--- config.mk ---
export PLATFORM = sky130hd
export DESIGN_NAME = uart_tx_arbiter
export DESIGN_NICKNAME = d
export VERILOG_FILES = /design/src/rtl/uart_pkg.sv /design/src/rtl/rr_arbiter.sv /design/src/rtl/uart_tx_arbiter.sv
export SDC_FILE = /design/constraint.sdc
export NUM_CORES = 1
export LEC_CHECK = 0
export ABC_AREA = 1
export CORE_MARGIN = 2
export CORE_UTILIZATION = 39
export DETAILED_ROUTE_END_ITERATION = 10
export GPL_TIMING_DRIVEN = 0
export PLACE_DENSITY = 0.76
export SYNTH_ARGS = -nofsm -noshare
export SYNTH_HDL_FRONTEND = slang
export SYNTH_SLANG_ARGS = --single-unit
--- constraint.sdc ---
create_clock -name clk -period 2 [get_ports clk]
set_input_delay 0.4 -clock clk [delete_from_list [all_inputs] [get_ports clk]]
set_output_delay 0.4 -clock clk [all_outputs]
set_load 0.01 [all_outputs]
--- src/rtl/uart_pkg.sv ---
// +----------------------------------------------------------------------------
// | Module   : uart_pkg
// | Purpose  : Shared UART-side types and constants (byte width, arbiter FSM
// |            encoding, WAIT_BUSY timeout).
// | Revision : 1.0 - initial release
// +----------------------------------------------------------------------------
`default_nettype none

package uart_pkg;

  localparam int unsigned c_byte_w       = 8;
  localparam int unsigned c_wait_timeout = 4;

  typedef enum logic [1:0] {
    S_IDLE      = 2'd0,
    S_LAUNCH    = 2'd1,
    S_WAIT_BUSY = 2'd2,
    S_WAIT_DONE = 2'd3
  } arb_state_e;

endpackage

`default_nettype wire

--- src/rtl/rr_arbiter.sv ---
// +----------------------------------------------------------------------------
// | Module   : rr_arbiter
// | Purpose  : Combinational round-robin pick; search starts one past ptr_i.
// | Revision : 1.0 - initial release
// +----------------------------------------------------------------------------
`default_nettype none

module rr_arbiter
  import uart_pkg::*;
#(
  parameter int NUM_REQ = 4
) (
  input  logic [NUM_REQ-1:0] req_i,
  input  logic [2:0]         ptr_i,
  output logic [NUM_REQ-1:0] grant_o,
  output logic [2:0]         idx_o,
  output logic               any_o
);

  logic [2*NUM_REQ-1:0] w_dbl;
  logic [NUM_REQ-1:0]   w_rot;
  logic [3:0]           w_shamt;

  // Rotate so bit 0 of w_rot is the first candidate after the last grant.
  assign w_dbl   = {req_i, req_i};
  assign w_shamt = {1'b0, ptr_i} + 4'd1;
  assign w_rot   = NUM_REQ'(w_dbl >> w_shamt);

  always_comb begin
    idx_o   = '0;
    any_o   = 1'b0;
    grant_o = '0;
    for (int k = NUM_REQ - 1; k >= 0; k--) begin
      if (w_rot[k]) begin
        idx_o = 3'((int'(ptr_i) + 1 + k) % NUM_REQ);
        any_o = 1'b1;
      end
    end
    if (any_o) begin
      grant_o = NUM_REQ'(1) << idx_o;
    end
  end

endmodule

`default_nettype wire

--- src/rtl/uart_tx_arbiter.sv ---
// +----------------------------------------------------------------------------
// | Module   : uart_tx_arbiter
// | Purpose  : Round-robin arbiter feeding bytes from NUM_REQ requesters into a
// |            single UART transmitter. Optional message lock via macro
// |            UART_ARB_MSG_LOCK_EN.
// | Revision : 1.0 - initial release
// +----------------------------------------------------------------------------
`default_nettype none

module uart_tx_arbiter
  import uart_pkg::*;
#(
  parameter int NUM_REQ = 4
) (
  input  logic                         clk,
  input  logic                         reset,
  input  logic [NUM_REQ-1:0]           req_valid,
  input  logic [c_byte_w*NUM_REQ-1:0]  req_data,
  input  logic [NUM_REQ-1:0]           req_last,
  output logic [NUM_REQ-1:0]           req_ready,
  output logic [c_byte_w-1:0]          uart_tx_data,
  output logic                         uart_tx_start,
  input  logic                         uart_tx_busy,
  output logic [2:0]                   grant_id,
  output logic                         arb_busy
);

  arb_state_e          state_q, state_d;
  logic [2:0]          cnt_q, cnt_d;
  logic [c_byte_w-1:0] data_q, data_d;
  logic [2:0]          gid_q, gid_d;

  logic [NUM_REQ-1:0]  w_req_eff;
  logic [NUM_REQ-1:0]  w_grant;
  logic [2:0]          w_idx;
  logic                w_any;
  logic [c_byte_w-1:0] w_sel_byte;

`ifdef UART_ARB_MSG_LOCK_EN
  logic lock_q, lock_d;

  // While locked only the last-granted requester may win; gid_q doubles as the
  // frozen pointer because it equals the lock owner.
  assign w_req_eff = lock_q ? (req_valid & (NUM_REQ'(1) << gid_q)) : req_valid;

  always_comb begin
    lock_d = lock_q;
    if (|req_ready) begin
      lock_d = ~|(req_last & w_grant);
    end
  end

  always_ff @(posedge clk or posedge reset) begin
    if (reset) begin
      lock_q <= 1'b0;
    end else begin
      lock_q <= lock_d;
    end
  end
`else
  logic unused_last;
  assign unused_last = ^req_last;
  assign w_req_eff   = req_valid;
`endif

  rr_arbiter #(
    .NUM_REQ (NUM_REQ)
  ) u_rr (
    .req_i   (w_req_eff),
    .ptr_i   (gid_q),
    .grant_o (w_grant),
    .idx_o   (w_idx),
    .any_o   (w_any)
  );

  assign w_sel_byte = c_byte_w'(req_data >> (int'(w_idx) * c_byte_w));

  always_comb begin
    state_d       = state_q;
    cnt_d         = cnt_q;
    data_d        = data_q;
    gid_d         = gid_q;
    req_ready     = '0;
    uart_tx_start = 1'b0;
    case (state_q)
      S_IDLE: begin
        // Gate with reset so no accept pulse leaks out while reset is held.
        if (!uart_tx_busy && !reset && w_any) begin
          req_ready = w_grant;
          data_d    = w_sel_byte;
          gid_d     = w_idx;
          state_d   = S_LAUNCH;
        end
      end
      S_LAUNCH: begin
        uart_tx_start = 1'b1;
        cnt_d         = '0;
        state_d       = S_WAIT_BUSY;
      end
      S_WAIT_BUSY: begin
        if (uart_tx_busy || (cnt_q == 3'(c_wait_timeout - 1))) begin
          state_d = S_WAIT_DONE;
        end else begin
          cnt_d = cnt_q + 3'd1;
        end
      end
      S_WAIT_DONE: begin
        if (!uart_tx_busy) begin
          state_d = S_IDLE;
        end
      end
      default: state_d = S_IDLE;
    endcase
  end

  always_ff @(posedge clk or posedge reset) begin
    if (reset) begin
      state_q <= S_IDLE;
      cnt_q   <= '0;
      data_q  <= '0;
      gid_q   <= 3'(NUM_REQ - 1);
    end else begin
      state_q <= state_d;
      cnt_q   <= cnt_d;
      data_q  <= data_d;
      gid_q   <= gid_d;
    end
  end

  assign uart_tx_data = data_q;
  assign grant_id     = gid_q;
  assign arb_busy     = (state_q != S_IDLE);

endmodule

`default_nettype wire

After elaboration in Yosys (flattened, before gate mapping)
Cells that the tools add are included.
{ "totals": {"register_bits": 16, "input_bits": 43, "output_inout_bits": 17, "word_cells": 58} }
{ "op_classes": {"add_sub_neg": 6, "n_eq_ne": 8, "shift": 3, "n_mux": 18, "n_bitwise": 4, "n_reduce_logical": 15} }
{ "ops": {"columns": ["op", "count"], "rows": [
  ["32-bit by 3-bit adder with 32-bit output (second input constant)", 2],
  ["32-bit by 2-bit adder with 32-bit output (second input constant)", 1],
  ["32-bit by 6-bit >> shifter with 8-bit output", 1],
  ["3-bit two-way mux", 5],
  ["4-bit two-way mux", 3],
  ["3-bit by 1-bit adder with 4-bit output (second input constant)", 2],
  ["2-bit != test (second input constant)", 4],
  ["2-bit case mux with 4 select lines", 1],
  ["2-bit OR reduction", 4],
  ["8-bit by 4-bit >> shifter with 4-bit output", 1],
  ["2-bit two-way mux", 3],
  ["3-bit case mux with 2 select lines", 1],
  ["1-bit two-way mux", 5],
  ["2-bit equality test (second input constant)", 2],
  ["2-bit AND reduction", 2],
  ["2-bit nonzero test", 2],
  ["1-bit by 3-bit << shifter with 4-bit output (first input constant)", 1],
  ["3-bit by 1-bit adder with 3-bit output (second input constant)", 1],
  ["1-bit bitwise AND", 3],
  ["3-bit by 2-bit equality test with 1-bit output (second input constant)", 1],
  ["3-bit AND reduction", 1],
  ["2-bit by 1-bit equality test with 1-bit output (second input constant)", 1],
  ["1-bit logical AND", 2],
  ["1-bit logical NOT", 2],
  ["3 further kinds", 3]
]} }

Depth between registers and ports, before layout
Gate-level depths: netlist (run 1).
{ "logic_depth": {"depth_word": 12, "depth_mapped": 14, "mapped_depth_nobuf": 14} }

By module
A second synthesis (run 1) with hierarchy kept.
{ "hier_totals": {"hier_cells": 252, "area_unflattened_um2": 1600.3} }
{ "modules_own_cells": {"columns": ["mod", "n_inst", "cells_each", "area_per_inst_um2", "seq_area_each_um2"], "rows": [
  ["uart_tx_arbiter", 1, 188, 1267.5, 402.9],
  ["rr_arbiter", 1, 64, 332.8, 0.0]
]} }

Least setup slack after synthesis (run 1)
No wires, ideal clock.
{ "synth_timing": {"kind": "flip-flop to output port", "from": "reg gid_q[0], in the netlist grant_id[0]", "to": "out req_ready[2]", "arrival_time_ps": 1699, "required_time_ps": 1600, "path_slack_ps": -99, "path_stages_with_launch": 10, "n_path_buf": 1, "cell_sequence": "dfstp_2 inv_4 nand2_2 nand2_2 nor2_4 inv_2 nand3_4 nand2_8 buf_12 nor3_1"} }
{ "synth_via": {"elab_chain_cells": 12, "elab_cells_between_ends": 27, "classes_between": "5 x add/sub; 2 x shift; 11 x mux; 4 x bitwise; 5 x reduce/logical"} }
{ "synth_rtl": {"columns": ["item", "line", "rtl"], "rows": [
  ["from (decl)", "uart_tx_arbiter.sv:31", "logic [2:0] gid_q, gid_d;"],
  ["from (signal assigned)", "uart_tx_arbiter.sv:121", "gid_q <= 3'(NUM_REQ - 1);"],
  ["from (signal assigned)", "uart_tx_arbiter.sv:126", "gid_q <= gid_d;"],
  ["3-bit by 1-bit adder with 4-bit output", "rr_arbiter.sv:26, rr_arbiter.sv:35", null],
  ["32-bit by 3-bit adder with 32-bit output", "rr_arbiter.sv:35", "idx_o = 3'((int'(ptr_i) + 1 + k) % NUM_REQ);"],
  ["2-bit OR reduction (no source line)", null, null],
  ["1-bit bitwise AND (no source line)", null, null],
  ["3-bit two-way mux (4 in a row)", "rr_arbiter.sv:34", "if (w_rot[k]) begin"],
  ["1-bit by 3-bit << shifter with 4-bit output", "rr_arbiter.sv:40", "grant_o = NUM_REQ'(1) << idx_o;"],
  ["4-bit two-way mux", "rr_arbiter.sv:39", "if (any_o) begin"],
  ["4-bit two-way mux (*)", "uart_tx_arbiter.sv:88", "if (!uart_tx_busy && !reset && w_any) begin"],
  ["4-bit two-way mux (*)", "uart_tx_arbiter.sv:85", "case (state_q)"],
  ["to (decl)", "uart_tx_arbiter.sv:20", "output logic [NUM_REQ-1:0] req_ready,"]
]} }
Mark *: on every way between the ends. The rest lies on a longest branch, timed or not.

Worst setup path after layout (run 1)
Ends and elaborated chain as after synthesis.

==> impl_metrics.ini, run 1 <==
[global_route]
grt_start_max_net_pins = 16
grt_antenna_before_repair = 0
grt_use_total = 0.1851
gr-total-overflow = 0
grt_pass1_wl_um = 6230
grt_pass1_vias = 1518

[critical_path]
crit_chain = inv_4 > nand2_2 > and2_4 > nor2_4 > nand2_2 > nand2_2 > nor2_4 > buf_6 > inv_8 > nor3_4 > buf_2
cp_data_arrival_time_ps = 1940
required_ps = 1600
critPathLaunchType = flop
crit_path_max_incr_delay_ps = 630
endpoint_kind = output port
crit_buf_inv = 4
critical-path-top-delay-family = simple AND/OR/NAND/NOR gates
crit_top_cell = nand2_2
critical_path_class = flop to output port
crit_fanout = 7
cpMaxStageDelayCell = dfstp_2

[pwr]
p_switching_w = 0.001996
ir_worst_vdd_v = 0.0008501
p_int_w = 0.002244
netSwitchingFraction = 0.4708
combPwrFrac = 0.802
power_frac_seq = 0.138
power.leakage_nw = 1.237
powerDensity_nw_per_um2 = 1783
clockPowerShare = 0.060

[synth]
postSynthCellCount = 210
synth.distinct_cells = 31
async_flop_share = 1.000
synth_largest_area_cell = dfrtp_1
synth-edff-count = 0
syn_area_per_cell_sq_um = 7.042
yosys_warnings = 0
synth_top_area_frac = 0.2200
yosysSeqAreaShare = 0.2555
ys.flop_type = dfrtp_1
syn_area_sq_um = 1479
synth_nets = 259
synth.area.top_cells = dfrtp_1 (22%), nand2_1 (19%), nand3_1 (7.8%)
ys_seq_elements = 15

[routing]
wl_per_cell_um = 11.36
via_count = 1543
viasPerCell = 4.648
drtPass1Iterations = 4
ant_nets = 0
wirelength_um = 3771
drtIter0Drc = 37
drc = 0

[floorplan]
chipWidth_um = 65.58
io_pins = 60
die_h_um = 65.58
dieArea_sq_um = 4301
initial_core_util = 0.4040
core_area_sq_um = 3661
rows = 22

[finish]
fillers = 324
diodes = 0
mostFrequentLayoutCells = nand2_1 (66), clkdlybuf4s50_1 (47), inv_1 (29), nand3_1 (21)
area_delta_synth_final_pct = 60.74
drive_above_1_share = 0.2887
mostFrequentLayoutCell = nand2_1
nets = 334
fin_util = 0.6494

[sta]
fin_crit_ps = 2339
fin_ws_ps = -338.7
slew_viol_final = 0
hold_violations = 0
tightest_slew_ps = 554.3
finalCritPeriodShare = 1.169
max_freq_mhz = 427.6
slew_headroom = 0.6301
fin_skew_ps = 2.413
hold_slack_ps = 485.2
setup_tns_ps = -1415
rsz0062_at_grt = true
finalSetupViolations = 10

[run_status]
status = finished with violations
violations = negative setup slack

[cts]
cts_tree = yes
clk_path_buf_depth = 2
cts_hold_buffers = 0
numClockSinks = 15
path_clk_slew_ps = 60
numCtsBuffers = 3
insertion_delay_ps = 250
htree_levels = 1
ctsRootBufferMaster = clkbuf_8

[place]
gp_congestion = 0.8164
port-buffer-count = 54
post-dp-hpwl_um = 2727
post-place-ws_ps = -893.2

[run]
cap_viol_max_count = 0

[hold_path]
hold_path_class = flop to flop
## timing repair
item / in CTS / in global routing
setup endpoints to repair: 5 / 11
cloned: 0 / 1
buffers inserted: 10 / 6
gates resized for setup: 34 / 8
pin swaps: 6 / 3
## path summary, 6_finish.rpt
path | from | to | slack (ps) | cells past startpoint
setup / recovery | grant_id[0] | req_ready[2] | -340 | 11
hold / removal | cnt_q[2] | cnt_q[2] | 490 | 2
setup reg to reg | grant_id[0] | uart_tx_data[0] | -20 | 15
max in group asynchronous | reset | grant_id[1] | 1100 | 2
hold reg to reg | cnt_q[2] | cnt_q[2] | 490 | 2
min in group asynchronous | reset | uart_tx_data[0] | 530 | 2
## logic make-up (layout without fill, tap and decap cells)
| family | count (synthesis) | count (layout) | synth area share |
|---|---|---|---|
| fa+ha+maj | 6 | 6 | 0.05076 |
| buf+inv | 39 | 113 | 0.1345 |
| xor+xnor | 1 | 1 | 0.005923 |
| simple gates | 136 | 136 | 0.5034 |
| flops | 15 | 15 | 0.2555 |
| other cells | 1 | 1 | 0.002536 |
| compound gates | 12 | 12 | 0.04737 |
## cell usage after synthesis (2+ instances only)
library cell and number:
a21oi_1 5, and2_4 2, buf_4 2, buf_6 2, dfrtp_1 13, dfstp_2 2, ha_1 6, inv_1 30
inv_2 2, nand2_1 73, nand2_2 6, nand2_4 10, nand3_1 23, nand3_2 7, nor2_1 5, nor2_4 3
nor3_1 3, o21ai_0 3
## flip-flops by register name (all words and copies together), names as in the netlist
name          flops
cnt_q             3
grant_id          2
state_q           2
uart_tx_data      8
## worst register-to-register path: cells and delay by family, from the launching register on
kind / cells / cell delay, ps
flip-flops: 1 / 630
buffers and inverters: 4 / 460
AND/OR/NAND/NOR: 11 / 840
## power by group through the flow
stage	logic [W]	clock network [W]	registers, W
after floorplan	0.00200	0	0.000604
after global placement	0.00265	0	0.000586
after detailed placement	0.00270	0	0.000583
after CTS	0.00299	0.000259	0.000585
after global routing	0.00372	0.000274	0.000605
final	0.00340	0.000252	0.000587
## final cells by class
type	instances	area [sq um]	share of cell area
plain buffers	5	52.55	0.02211
clock buffers	3	41.29	0.01737
clock inverters	1	7.507	0.003158
inverters	33	133.9	0.05632
multi-input cells	156	991.0	0.4168
flip-flops and latches	15	377.9	0.1589
well taps	48	60.06	0.02526
repair buffers	71	713.2	0.3000
## metrics by stage
step / instance area, sq um / std cells / power (W)
3_5_place_dp: 2115 / 312 / 0.003283
3_3_place_gp: 2115 / 312 / 0.003237
4_1_cts: 2270 / 325 / 0.003835
2_1_floorplan: 1514 / 210 / 0.002609
5_1_grt: 2377 / 332 / 0.004601
6_report: 2377 / 332 / 0.004240
## layer usage
layer  up-vias  wire (um)  global-route usage
met1       679       1586              0.2272
li1        793          -                   -
met3        12        233             0.03082
met5         -          0                   0
met4         0         95             0.06510
met2        59       1856              0.3253
(Power assumes the default switching activity.)
==> run 2, diff against run 1 <==
--- a/config.mk
+++ b/config.mk
@@ -5,12 +5,13 @@
 export SDC_FILE = /design/constraint.sdc
 export NUM_CORES = 1
 export LEC_CHECK = 0
-export ABC_AREA = 1
+export CELL_PAD_IN_SITES_DETAIL_PLACEMENT = 1
+export CELL_PAD_IN_SITES_GLOBAL_PLACEMENT = 1
 export CORE_MARGIN = 2
-export CORE_UTILIZATION = 39
+export CORE_UTILIZATION = 24
 export DETAILED_ROUTE_END_ITERATION = 10
 export GPL_TIMING_DRIVEN = 0
-export PLACE_DENSITY = 0.76
+export PLACE_DENSITY_LB_ADDON = 0.1
 export SYNTH_ARGS = -nofsm -noshare
 export SYNTH_HDL_FRONTEND = slang
 export SYNTH_SLANG_ARGS = --single-unit
==> run 2 against run 1 <==
The flow still finishes with violations (negative setup slack). Die area increased by 19%. Fmax increased by 6.3%. First-iteration DRC count decreased by 5.4%. Critical path depth decreased by 5. Clock skew increased by 6.4 ps. Synthesized cell count decreased by 39%. Critical endpoint unchanged.
==> impl_metrics.ini, run 2 <==
[pwr]
ir_worst_vdd_v = 0.0004065
total_power_w = 0.002611
p_int_w = 0.001592
power.leakage_nw = 0.9300
power_frac_seq = 0.217
netSwitchingFraction = 0.3904
powerDensity_nw_per_um2 = 1268
p_switching_w = 0.001019
clockPowerShare = 0.097
combPwrFrac = 0.686

[critical_path]
crit_buf_inv = 2
crit_path_max_incr_delay_ps = 560
critical_path_class = flop to output port
r2r_slack_ps = 10
cpMaxStageDelayCell = dfstp_2
critPathLaunchType = flop
cp_data_arrival_time_ps = 1800
critical-path-top-delay-family = flip-flops
crit_chain = nand2b_2 > a21boi_1 > o211a_1 > buf_6 > and3b_1 > buf_2
required_ps = 1600
endpoint_kind = output port
crit_fanout = 4

[global_route]
grt_start_max_net_pins = 16
grt_antenna_before_repair = 0
gr-total-overflow = 0
grt_pass1_vias = 1467
grt_pass1_wl_um = 7031
grt_use_total = 0.1741

[finish]
diodes = 0
area_delta_synth_final_pct = 88.21
mostFrequentLayoutCells = clkdlybuf4s50_1 (43), buf_4 (24), nand2_1 (19), nor2_1 (13), dfrtp_1 (13)
drive_above_1_share = 0.3493
largest_reg_flops = 8
mostFrequentLayoutCell = clkdlybuf4s50_1
layout.cells.non_filler = 261
nets = 259

[floorplan]
dieArea_sq_um = 5112
initial_core_util = 0.2494
chipWidth_um = 71.50
rows = 24
core_area_sq_um = 4384
die_h_um = 71.50
io_pins = 60

[sta]
tightest_slew_ps = 619.8
finalCritPeriodShare = 1.100
rsz0062_at_grt = true
setup_tns_ps = -524.8
max_freq_mhz = 454.7
slew_headroom = 0.5864
finalSetupViolations = 3
fin_skew_ps = 8.780
hold_violations = 0
slew_viol_final = 0
fin_crit_ps = 2199
hold_slack_ps = 429.8
fin_ws_ps = -199.3

[routing]
drtPass1Iterations = 4
drc = 0
viasPerCell = 4.977
drtIter0Drc = 35
wirelength_um = 4372
via_count = 1299
ant_nets = 0
wl_per_cell_um = 16.75

[cts]
clk_path_buf_depth = 2
ctsRootBufferMaster = clkbuf_8
numClockSinks = 15
cts_hold_buffers = 0
path_clk_slew_ps = 70
htree_levels = 1
cts_tree = yes
insertion_delay_ps = 250
numCtsBuffers = 3

[synth]
syn_area_per_cell_sq_um = 8.543
synth_nets = 177
synth_top_family_by_area = compound AO/OA/AOI/OAI gates
synth-simple-area-share = 0.1922
syn_area_sq_um = 1094
synth_top_area_frac = 0.2975
ys.flop_type = dfrtp_1
yosys_warnings = 0
synth_largest_area_cell = dfrtp_1
synth_common_cells = nand2_1 (19), nor2_1 (16), dfrtp_1 (13), mux2_2 (10)
synth.area.top_cells = dfrtp_1 (30%), mux2_2 (10%), ha_1 (6.9%)
yosysSeqAreaShare = 0.3455
synth_xor_xnor_area_share = 0.008009
synth.distinct_cells = 34
synth.most_common_cell = nand2_1
muxShareOfSynthArea = 0.1213
synth_fa_ha_area_frac = 0.06865
postSynthCellCount = 128
async_flop_share = 1.000
synth-edff-count = 0
synth_compound_area_frac = 0.2025
ys_seq_elements = 15

[place]
gp_congestion = 0.7643
dp_cells = 234
port-buffer-count = 54
post-dp-hpwl_um = 2967

[run_status]
status = finished with violations
violations = negative setup slack

[run]
cap_viol_max_count = 0

[hold_path]
hold_path_class = input pin to async pin
run 2: cell types whose count changed after synthesis, moves of 6 or more:
cell / previous run / this run
nand2_2: 6 / 0
nand3_2: 7 / 0
nand2_4: 10 / 0
nor2_1: 5 / 16
nand2_1: 73 / 19
a31oi_1: 0 / 8
a22oi_1: 0 / 8
nand3_1: 23 / 0
inv_1: 30 / 8
mux2_2: 0 / 10
run 2: cell type report:
class / instances / area (sq um)
buffer: 6 / 50.05
clock buffer: 3 / 41.29
clock inverter: 1 / 5.005
fill: 497 / 2326
inverter: 8 / 32.53
multi-input combinational: 99 / 787.0
sequential: 15 / 377.9
tap: 52 / 65.06
timing repair buffer: 77 / 699.4
run 2: timing repair:
action / 4_1_cts / 5_1_grt
buffers inserted: 20 / 3
setup endpoints to repair: 13 / 12
hold endpoints to repair: 0 / 0
resized for setup: 50 / 24
pin swaps: 8 / 7
cloned: 0 / 0
run 2: cell families (layout without fill, tap and decap cells):
family	count (synthesis)	count (layout)
muxes	12	12
adders and majority gates	6	6
xor gates and xnor gates	1	1
and+or+nand+nor	47	47
DFF	15	15
AOI/OAI and AO/OA	32	32
other	1	1
buffers and inverters	14	95
run 2: power groups by stage:
stage	Clock [W]	Sequential, W	Combinational, W
after CTS	0.000254	0.000562	0.00158
after floorplan	0	0.000614	0.000682
final	0.000252	0.000567	0.00179
after global placement	0	0.000582	0.00121
after global routing	0.000274	0.000588	0.00195
after detailed placement	0	0.000591	0.00125
run 2: per-layer routing:
layer  vias up  track usage  routed length [um]
li1        611            -                   -
met3         4      0.03938                 265
met2        43       0.3200                2228
met4         0      0.03774                  34
met1       641       0.2060                1844
met5         -            0                   0
run 2: worst reg2reg max path, stage by stage, from the launching register on:
cell	delay, ps
dfstp_2	560
nand2b_2	160
a21boi_1	190
o211a_1	210
buf_6	110
buf_4	100
buf_8	130
mux2_4	310
a31oi_1	150
run 2: through the flow:
stage	setup WS, ps	cell area [sq um]	utilization
after floorplan	37.49	1101	-
after global placement	-972.3	1707	0.3893
after detailed placement	-964.1	1707	0.3893
after CTS	-129.6	1932	0.4406
after global routing	-267.8	2058	0.4695
final	-199.3	2058	0.4695
run 2: path summary, 6_finish.rpt:
kind | start | to | depth (start not counted)
max in group asynchronous | reset | uart_tx_data[6] | 2
hold reg to reg | cnt_q[2] | cnt_q[2] | 2
min in group clk | cnt_q[2] | cnt_q[2] | 2
setup reg to reg | grant_id[0] | uart_tx_data[0] | 8
setup / recovery | grant_id[0] | req_ready[2] | 6
hold / removal | reset | uart_tx_data[3] | 2
